--- src/rtl/run_watchdog_pkg.sv ---
// Shared types and constants for the run watchdog and its stall detector.
package run_watchdog_pkg;

    // Run controller states; encoding is visible to debug paths, so it is fixed.
    typedef enum logic [1:0] {
        ST_IDLE = 2'd0,
        ST_HOLD = 2'd1,
        ST_RUN  = 2'd2,
        ST_DONE = 2'd3
    } state_t;

    localparam int unsigned DEFAULT_MAX_CYCLES  = 500;
    localparam int unsigned DEFAULT_STALL_LIMIT = 16;

    // Bits needed to hold values 0..n-1, never less than one bit.
    function automatic int unsigned cnt_width(input int unsigned n);
        return (n > 1) ? $clog2(n) : 1;
    endfunction

endpackage

--- src/rtl/run_watchdog_stall.sv ---
// Detects a stuck PC: flags the valid sample at which the run of repeated
// PC values would reach STALL_LIMIT. Invalid samples leave all state alone.
module pc_stall_detector
    import run_watchdog_pkg::*;
#(
    parameter int unsigned PC_W        = 32,
    parameter int unsigned STALL_LIMIT = DEFAULT_STALL_LIMIT
) (
    input  logic            clock,
    input  logic            reset,
    input  logic            clear,
    input  logic [PC_W-1:0] pc,
    input  logic            pc_valid,
    output logic            stall_hit,
    output logic [PC_W-1:0] last_pc
);

    localparam int unsigned     SW     = cnt_width(STALL_LIMIT);
    localparam logic [SW-1:0]   HIT_AT = (STALL_LIMIT > 0) ? SW'(STALL_LIMIT - 1) : '0;

    logic [SW-1:0]   r_stall_cnt;
    logic [PC_W-1:0] r_last_pc;
    logic            r_last_valid;
    logic            w_same;

    assign w_same    = pc_valid && r_last_valid && (pc == r_last_pc);
    assign stall_hit = (STALL_LIMIT != 0) && w_same && (r_stall_cnt == HIT_AT);
    assign last_pc   = r_last_pc;

    // Track the last valid PC and how many times in a row it has repeated.
    // The counter saturates one short of the limit; the hit itself ends the run.
    always_ff @(posedge clock) begin
        if (reset || clear) begin
            r_stall_cnt  <= '0;
            r_last_pc    <= '0;
            r_last_valid <= 1'b0;
        end else if (pc_valid) begin
            if (!r_last_valid) begin
                r_last_pc    <= pc;
                r_last_valid <= 1'b1;
                r_stall_cnt  <= '0;
            end else if (pc == r_last_pc) begin
                if (r_stall_cnt != HIT_AT)
                    r_stall_cnt <= r_stall_cnt + 1'b1;
            end else begin
                r_stall_cnt <= '0;
                r_last_pc   <= pc;
            end
        end
    end

endmodule

--- src/rtl/run_watchdog.sv ---
// Run controller: holds the processor in reset, releases it, counts run
// cycles and stops on a cycle budget or a stuck PC, latching the results.
module run_watchdog
    import run_watchdog_pkg::*;
#(
    parameter int unsigned CYCLE_W      = 32,
    parameter int unsigned PC_W         = 32,
    parameter int unsigned MAX_CYCLES   = DEFAULT_MAX_CYCLES,
    parameter int unsigned STALL_LIMIT  = DEFAULT_STALL_LIMIT,
    parameter int unsigned RESET_CYCLES = 4
) (
    input  logic               clock,
    input  logic               reset,
    input  logic               start,
    input  logic [PC_W-1:0]    pc,
    input  logic               pc_valid,
    output logic               proc_reset,
    output logic               running,
    output logic [CYCLE_W-1:0] cycle_count,
    output logic               timeout,
    output logic               halted,
    output logic               done,
    output logic [PC_W-1:0]    final_pc
);

    localparam int unsigned        HW         = cnt_width(RESET_CYCLES);
    localparam logic [HW-1:0]      HOLD_LOAD  = (RESET_CYCLES > 0) ? HW'(RESET_CYCLES - 1) : '0;
    localparam logic [CYCLE_W-1:0] LAST_CYCLE = (MAX_CYCLES > 0) ? CYCLE_W'(MAX_CYCLES - 1) : '0;

    state_t             r_state;
    logic [HW-1:0]      r_hold_cnt;
    logic               r_proc_reset;
    logic               r_running;
    logic [CYCLE_W-1:0] r_cycle_count;
    logic               r_timeout;
    logic               r_halted;
    logic               r_done;

    logic               w_in_run;
    logic               w_sample_valid;
    logic               w_restart;
    logic               w_stall_hit;
    logic               w_timeout_hit;
    logic [CYCLE_W-1:0] w_cycle_next;
    logic [PC_W-1:0]    w_last_pc;

    assign w_in_run       = (r_state == ST_RUN);
    assign w_sample_valid = w_in_run && pc_valid;
    assign w_restart      = start && ((r_state == ST_IDLE) || (r_state == ST_DONE));
    assign w_timeout_hit  = (MAX_CYCLES != 0) && w_in_run && (r_cycle_count == LAST_CYCLE);
    assign w_cycle_next   = (r_cycle_count == '1) ? r_cycle_count : r_cycle_count + 1'b1;

    // PC samples only count while the processor is actually running.
    pc_stall_detector #(
        .PC_W        (PC_W),
        .STALL_LIMIT (STALL_LIMIT)
    ) u_stall (
        .clock     (clock),
        .reset     (reset),
        .clear     (w_restart),
        .pc        (pc),
        .pc_valid  (w_sample_valid),
        .stall_hit (w_stall_hit),
        .last_pc   (w_last_pc)
    );

    // Run FSM with registered outputs; a start from IDLE or DONE clears the
    // previous run's results on the same edge that enters HOLD.
    always_ff @(posedge clock) begin
        if (reset) begin
            r_state       <= ST_IDLE;
            r_hold_cnt    <= '0;
            r_proc_reset  <= 1'b1;
            r_running     <= 1'b0;
            r_cycle_count <= '0;
            r_timeout     <= 1'b0;
            r_halted      <= 1'b0;
            r_done        <= 1'b0;
        end else begin
            case (r_state)
                ST_IDLE, ST_DONE: begin
                    r_proc_reset <= 1'b1;
                    r_running    <= 1'b0;
                    if (start) begin
                        r_state       <= ST_HOLD;
                        r_hold_cnt    <= HOLD_LOAD;
                        r_cycle_count <= '0;
                        r_timeout     <= 1'b0;
                        r_halted      <= 1'b0;
                        r_done        <= 1'b0;
                    end
                end
                ST_HOLD: begin
                    if (r_hold_cnt == '0) begin
                        r_state      <= ST_RUN;
                        r_proc_reset <= 1'b0;
                        r_running    <= 1'b1;
                    end else begin
                        r_hold_cnt <= r_hold_cnt - 1'b1;
                    end
                end
                ST_RUN: begin
                    r_cycle_count <= w_cycle_next;
                    if (w_timeout_hit || w_stall_hit) begin
                        r_state      <= ST_DONE;
                        r_running    <= 1'b0;
                        r_proc_reset <= 1'b1;
                        r_done       <= 1'b1;
                        r_timeout    <= w_timeout_hit;
                        r_halted     <= w_stall_hit;
                    end
                end
                default: begin
                    r_state <= ST_IDLE;
                end
            endcase
        end
    end

    assign proc_reset  = r_proc_reset;
    assign running     = r_running;
    assign cycle_count = r_cycle_count;
    assign timeout     = r_timeout;
    assign halted      = r_halted;
    assign done        = r_done;
    assign final_pc    = w_last_pc;

endmodule

--- config.mk ---
export PLATFORM = sky130hd
export DESIGN_NAME = run_watchdog
export DESIGN_NICKNAME = d
export VERILOG_FILES = /design/src/rtl/run_watchdog_pkg.sv /design/src/rtl/run_watchdog_stall.sv /design/src/rtl/run_watchdog.sv
export SDC_FILE = /design/constraint.sdc
export NUM_CORES = 1
export LEC_CHECK = 0
export CAP_MARGIN = 20
export CORE_ASPECT_RATIO = 0.5
export CORE_MARGIN = 5
export CORE_UTILIZATION = 52
export CTS_CLUSTER_SIZE = 25
export DETAILED_ROUTE_END_ITERATION = 16
export PLACE_DENSITY = 0.85
export SLEW_MARGIN = 40
export SYNTH_ARGS = -nofsm -noshare
export SYNTH_HDL_FRONTEND = slang
export SYNTH_SLANG_ARGS = --single-unit
export TNS_END_PERCENT = 50
--- constraint.sdc ---
create_clock -name clock -period 4.6 [get_ports clock]
set_input_delay 0.69 -clock clock [delete_from_list [all_inputs] [get_ports clock]]
set_output_delay 0.69 -clock clock [all_outputs]
set_load 0.005 [all_outputs]
* After elaboration in Yosys (flattened, before gate mapping)
Cells that the tools add are included.
** Cells by class
- Multiplexer cells :: 27
- $add $sub $neg :: 3
- Equal/unequal tests :: 15
- Reduce and logical (&&, ||, !) cells :: 21
** Operator list (number)
- $mux 32 :: 4
- $pmux 32 s2 :: 1
- $add 32x1->32 const B :: 1
- $eq 32x32->1 :: 1
- $eq 32x32->1 const B :: 1
- $eq 32x9->1 const B :: 1
- $mux 4 :: 3
- $reduce_and 3->1 :: 4
- $mux 2 :: 5
- $ne 2x2->1 const B :: 5
- $mux 1 :: 7
- $logic_and 1x1->1 :: 6
- $pmux 1 s2 :: 3
- $pmux 1 s3 :: 2
- $pmux 2 s3 :: 1
- $reduce_and 2->1 :: 3
- $add 4x1->4 const B :: 1
- $eq 2x2->1 const B :: 2
- $eq 4x4->1 const B :: 1
- $logic_not 2->1 :: 2
- $ne 4x4->1 const B :: 1
- $pmux 2 s2 :: 1
- $reduce_bool 2->1 :: 2
- $logic_or 1x1->1 :: 3
- 5 further kinds :: 5
** Storage, ports and cells
- Output and inout port bits :: 69
- Register bits :: 78

* Longest topological paths before layout
- Word-level depth :: 8
- Gate-level depth with buffers :: 9
- Mapped depth without buffers :: 8

* Hierarchy
From an unflattened synthesis, not the netlist that was laid out.
** Unflattened totals
- Cells, all modules :: 499
- Area total of the unflattened synthesis :: 4220.3 um^2
** Modules (own cells, without submodules)
- run_watchdog :: instances 1, area each 2193.4 um^2, cells each 270
- pc_stall_detector :: instances 1, area each 2026.9 um^2, cells each 229

* Least setup slack after synthesis
No wires, ideal clock.
- Path type :: register to register
- Start :: register r_state[0]
- End :: register r_running (netlist: running)
- Library setup time :: 0.121 ns
- Arrival :: 2.276 ns
- Stages on the path, launching flop included :: 9
- Path slack :: 2.203 ns
- Path buffers :: 1
- Period minus slack after synthesis :: 2.397 ns
- Cell sequence :: dfxtp_1 inv_1 ha_1 buf_2 nor4b_1 nand4_1 o41ai_1 o21a_1 mux2_2
** Between the ends
- Cells in the longest elaborated chain, start to end :: 8
- Elaborated cells between the ends (all ways) :: 15
- Those cells by class :: eq/ne: 5; mux: 1; reduce/logical: 9
** Ends and longest elaborated chain
- start: declaration :: RTL line run_watchdog.sv:30 : state_t r_state;
- start signal: assignment :: RTL line run_watchdog.sv:71 : r_state <= ST_IDLE;
- start signal: assignment :: RTL line run_watchdog.sv:85 : r_state <= ST_HOLD;
- start signal: assignment :: RTL line run_watchdog.sv:95 : r_state <= ST_RUN;
- $eq 2x2->1 (*) :: RTL line run_watchdog.sv:47 : assign w_in_run = (r_state == ST_RUN);
- named net w_in_run :: RTL line run_watchdog.sv:39 : logic w_in_run;
- $logic_and 1x1->1 :: RTL line run_watchdog.sv:48 : assign w_sample_valid = w_in_run && pc_valid;
- $logic_and 1x1->1 (2 in a row) :: RTL line run_watchdog_stall.sv:26 : assign w_same = pc_valid && r_last_valid && (pc == r_last_pc);
- $logic_and 1x1->1 :: RTL line run_watchdog_stall.sv:27 : assign stall_hit = (STALL_LIMIT != 0) && w_same && (r_stall_cnt == HIT_AT);
- $logic_or 1x1->1 :: RTL line run_watchdog.sv:104 : if (w_timeout_hit || w_stall_hit) begin
- $ne 2x1->1 (no source line)
- $reduce_and 2->1 (no source line)
- end signal: assignment :: RTL line run_watchdog.sv:83 : r_running <= 1'b0;
- end signal: assignment :: RTL line run_watchdog.sv:97 : r_running <= 1'b1;
- end signal: assignment :: RTL line run_watchdog.sv:106 : r_running <= 1'b0;
- end: declaration :: RTL line run_watchdog.sv:33 : logic r_running;
The timed path passes the listed nets; every way through them passes the cells marked *.
A chain may end at the register's enable or synchronous reset.

* Final worst setup path
- Start :: input pc[1]
- End :: register u_stall.r_last_pc[28] (netlist: u_stall.last_pc[28])
** Between the ends
- Cells in the longest elaborated chain, start to end :: 3
** Ends and longest elaborated chain
- start: declaration :: RTL line run_watchdog.sv:15 : input logic [PC_W-1:0] pc,
- $eq 32x32->1 :: RTL line run_watchdog_stall.sv:42 : end else if (pc == r_last_pc) begin
- $ne 2x2->1 (no source line)
- $reduce_and 2->1 (no source line)
- end signal: assignment :: RTL line run_watchdog_stall.sv:39 : r_last_pc <= pc;
- end signal: assignment :: RTL line run_watchdog_stall.sv:47 : r_last_pc <= pc;
- end: declaration :: RTL line run_watchdog_stall.sv:22 : logic [PC_W-1:0] r_last_pc;
No other way between the ends.

==> flow_summary.yaml <==
drt:
  ant_nets: 0
  drc: 0
  dr.pass1.iters: 4
  drt-total-wl_mm: 9.93
  viasPerCell: 5.55
  vias: 3574
  post_drt_wl_per_cell_um: 15.4
  drt_iter0_markers: 204
worst_setup_path:
  cp-end-kind: "flop"
  required_ps: 4810
  crit_fanout: 16
  crit_cells: 8
  ff2ff_path_depth: 7
  slowest_stage: "nor4_1"
  worst-setup-path-type: "primary input to flop"
  slowest_delay_ps: 720
  worst-path-buf-inv: 2
  crit_chain: "clkdlybuf4s50_1 > xnor2_1 > nand4_1 > nor4_1 > a31oi_4 > buf_4 > mux2i_1 > nor2_1"
  critPathLaunchType: "primary input"
  cp_top_family: "buffers and inverters"
  critPathArrivalTime_ps: 3240
pwr:
  ir_drop_mv: 0.181
  p_leak_nw: 1.76
  power_mw: 1.95
  power_density_mw_per_mm2: 365
synthesis:
  synth_area_mm2: 0.00387
  async_flop_share: 0
  synth-edff-count: 0
  syn_area_per_cell_um2: 8.81
  synth.yosys.seq_area_share: 0.404
  synth_cell_types: 50
  syn_nets: 481
  ys_ff_latch: 78
  ys_warn_count: 0
  synth_ff_type: "dfxtp_1"
  synthCells: 439
placement:
  io_buffers: 104
  dp_hpwl_mm: 7.30
  dpl_cell_area_mm2: 0.00502
  dp_slack_ps: 1220
  place_congestion: 0.843
finish:
  num_antenna_cells: 0
  seq_area_mm2: 0.00156
  drive_above_1_share: 0.0511
  fillers: 550
  final_util: 0.730
  multi_input_area_mm2: 0.00225
  stdcell_area_mm2: 0.00533
  nets: 585
  layout_commonest_cell: "clkdlybuf4s50_1"
  layout_common_cells: "clkdlybuf4s50_1, dfxtp_1, nor2_1"
  area_growth_pct: 37.6
clock_network:
  cts_inserted_buffers: 9
  cts_sinks: 78
  clock_latency_ps: 330
  cts_resized: 0
  tritoncts: "done"
  cts_setup_buffers: 0
  path_clk_slew_ps: 60
  cts_root_buf: "clkbuf_16"
  cts_buffer_depth: 2
  h-tree-depth: 3
  ctsHoldBuffers: 0
timing:
  min_period_ps: 3030
  finalHoldViolations: 0
  fmax_ghz: 0.330
  finalClockSkew_ps: 5.72
  period_share: 0.660
  tightest_slew_ps: 809
  worst_slack_ps: 1570
  rsz0062_at_grt: "false"
  setup_tns_ps: 0
  report.final.slew_viol_count: 0
  slew_headroom: 0.456
  setup_violations: 0
die:
  pin_count: 105
  start_util: 0.530
  fp.dieArea_mm2: 0.00937
  rows: 22
  dieWidth_um: 132
  core_mm2: 0.00729
  die_h_um: 71.0
grt:
  grt_pass1_vias: 3373
  grt_pass1_wl_mm: 16.4
  track_usage: 0.213
  grt_overflow: 0
  grt_start_max_net_pins: 38
  antenna_found_initial: 0
hold_path:
  hp-class: "flop to flop"
  hold_depth: 2
run_status:
  outcome: "finished clean"
run:
  max_cap_violations: 0
## through the flow
step | hold slack, ps | cells
final | 479 | 644
after global routing | 512 | 644
after CTS | 483 | 644
after detailed placement | 476 | 628
after global placement | 463 | 628
after floorplan | 441 | 439
## sequential cells by signal, summed over array words and instances (netlist names)
name,cells
proc_reset,1
running,1
timeout,1
done,1
r_hold_cnt,2
u_stall.last_pc,32
u_stall.r_last_valid,1
r_state,2
u_stall.r_stall_cnt,4
halted,1
cycle_count,32
## layer usage
metal / vias to the layer above / share of wire / global-route usage
met5: - / 0 / 0
met2: 111 / 0.47 / 0.353
met4: 0 / 0.016 / 0.0604
li1: 1757 / - / -
met1: 1691 / 0.46 / 0.267
met3: 15 / 0.057 / 0.0724
## final timing paths
path / from / end / slack (ps)
max: pc[1] / u_stall.last_pc[28]$_SDFFE_PP0P_ / 1570
min: u_stall.r_stall_cnt[1]$_SDFFE_PP0P_ / u_stall.r_stall_cnt[1]$_SDFFE_PP0P_ / 480
max reg2reg: r_state[0]$_SDFFE_PP0P_ / u_stall.last_pc[28]$_SDFFE_PP0P_ / 1950
min reg2reg: u_stall.r_stall_cnt[1]$_SDFFE_PP0P_ / u_stall.r_stall_cnt[1]$_SDFFE_PP0P_ / 480
## logic make-up (layout without fill, tap and decap cells)
logic type,after synthesis,count (layout),share of synthesized area
buf+inv,24,133,0.0239
simple gates,199,199,0.260
compound gates,42,42,0.0770
xor+xnor,54,54,0.122
mux,36,36,0.0941
fa+ha+maj,6,6,0.0194
flops,78,78,0.404
## Yosys cell counts (2+ instances only)
master     n  share of area
ha_1       6          0.019
nor4_1    12          0.019
nand2_1   35          0.034
dfxtp_1   78           0.40
clkbuf_1   8         0.0078
and4_1     3         0.0068
nor2_1    70          0.068
a41o_1     2         0.0052
inv_1     10         0.0097
mux2_2     3         0.0087
and3_1     5         0.0081
nand3_1   14          0.018
o211ai_1   3         0.0058
o21ai_0    8          0.010
buf_1      4         0.0039
and2_1     3         0.0049
xnor2_1   41          0.093
nor4b_1    2         0.0045
nand4_1   19          0.031
or4_1      2         0.0039
nor2b_1    4         0.0065
mux2i_1   33          0.085
a21oi_1   14          0.018
o21a_1     2         0.0039
nand2b_1   5         0.0081
a31oi_1    2         0.0032
xor2_1    13          0.029
or3_1      6         0.0097
nor3_1    10          0.013
buf_2      2         0.0026
## layout make-up
class | instances | area share
clock buffers | 13 | 0.0470
multi-input cells | 337 | 0.422
inverters | 10 | 0.00705
well taps | 96 | 0.0226
clock inverters | 3 | 0.00822
flip-flops and latches | 78 | 0.293
repair buffers | 107 | 0.200
## report_power, final
group	internal, mW	switching [mW]	total [mW]
sequential	0.726	0.0401	0.766
clock	0.435	0.266	0.701
combinational	0.232	0.246	0.478
total	1.39	0.552	1.95
## worst min-delay path, delay by kind of cell, from the launching register on
kind,cells,cell delay [ps]
AO/OA/AOI/OAI,1,50
AND/OR/NAND/NOR,1,60
flip-flops,1,320
Power figures use the tool's default switching activity.
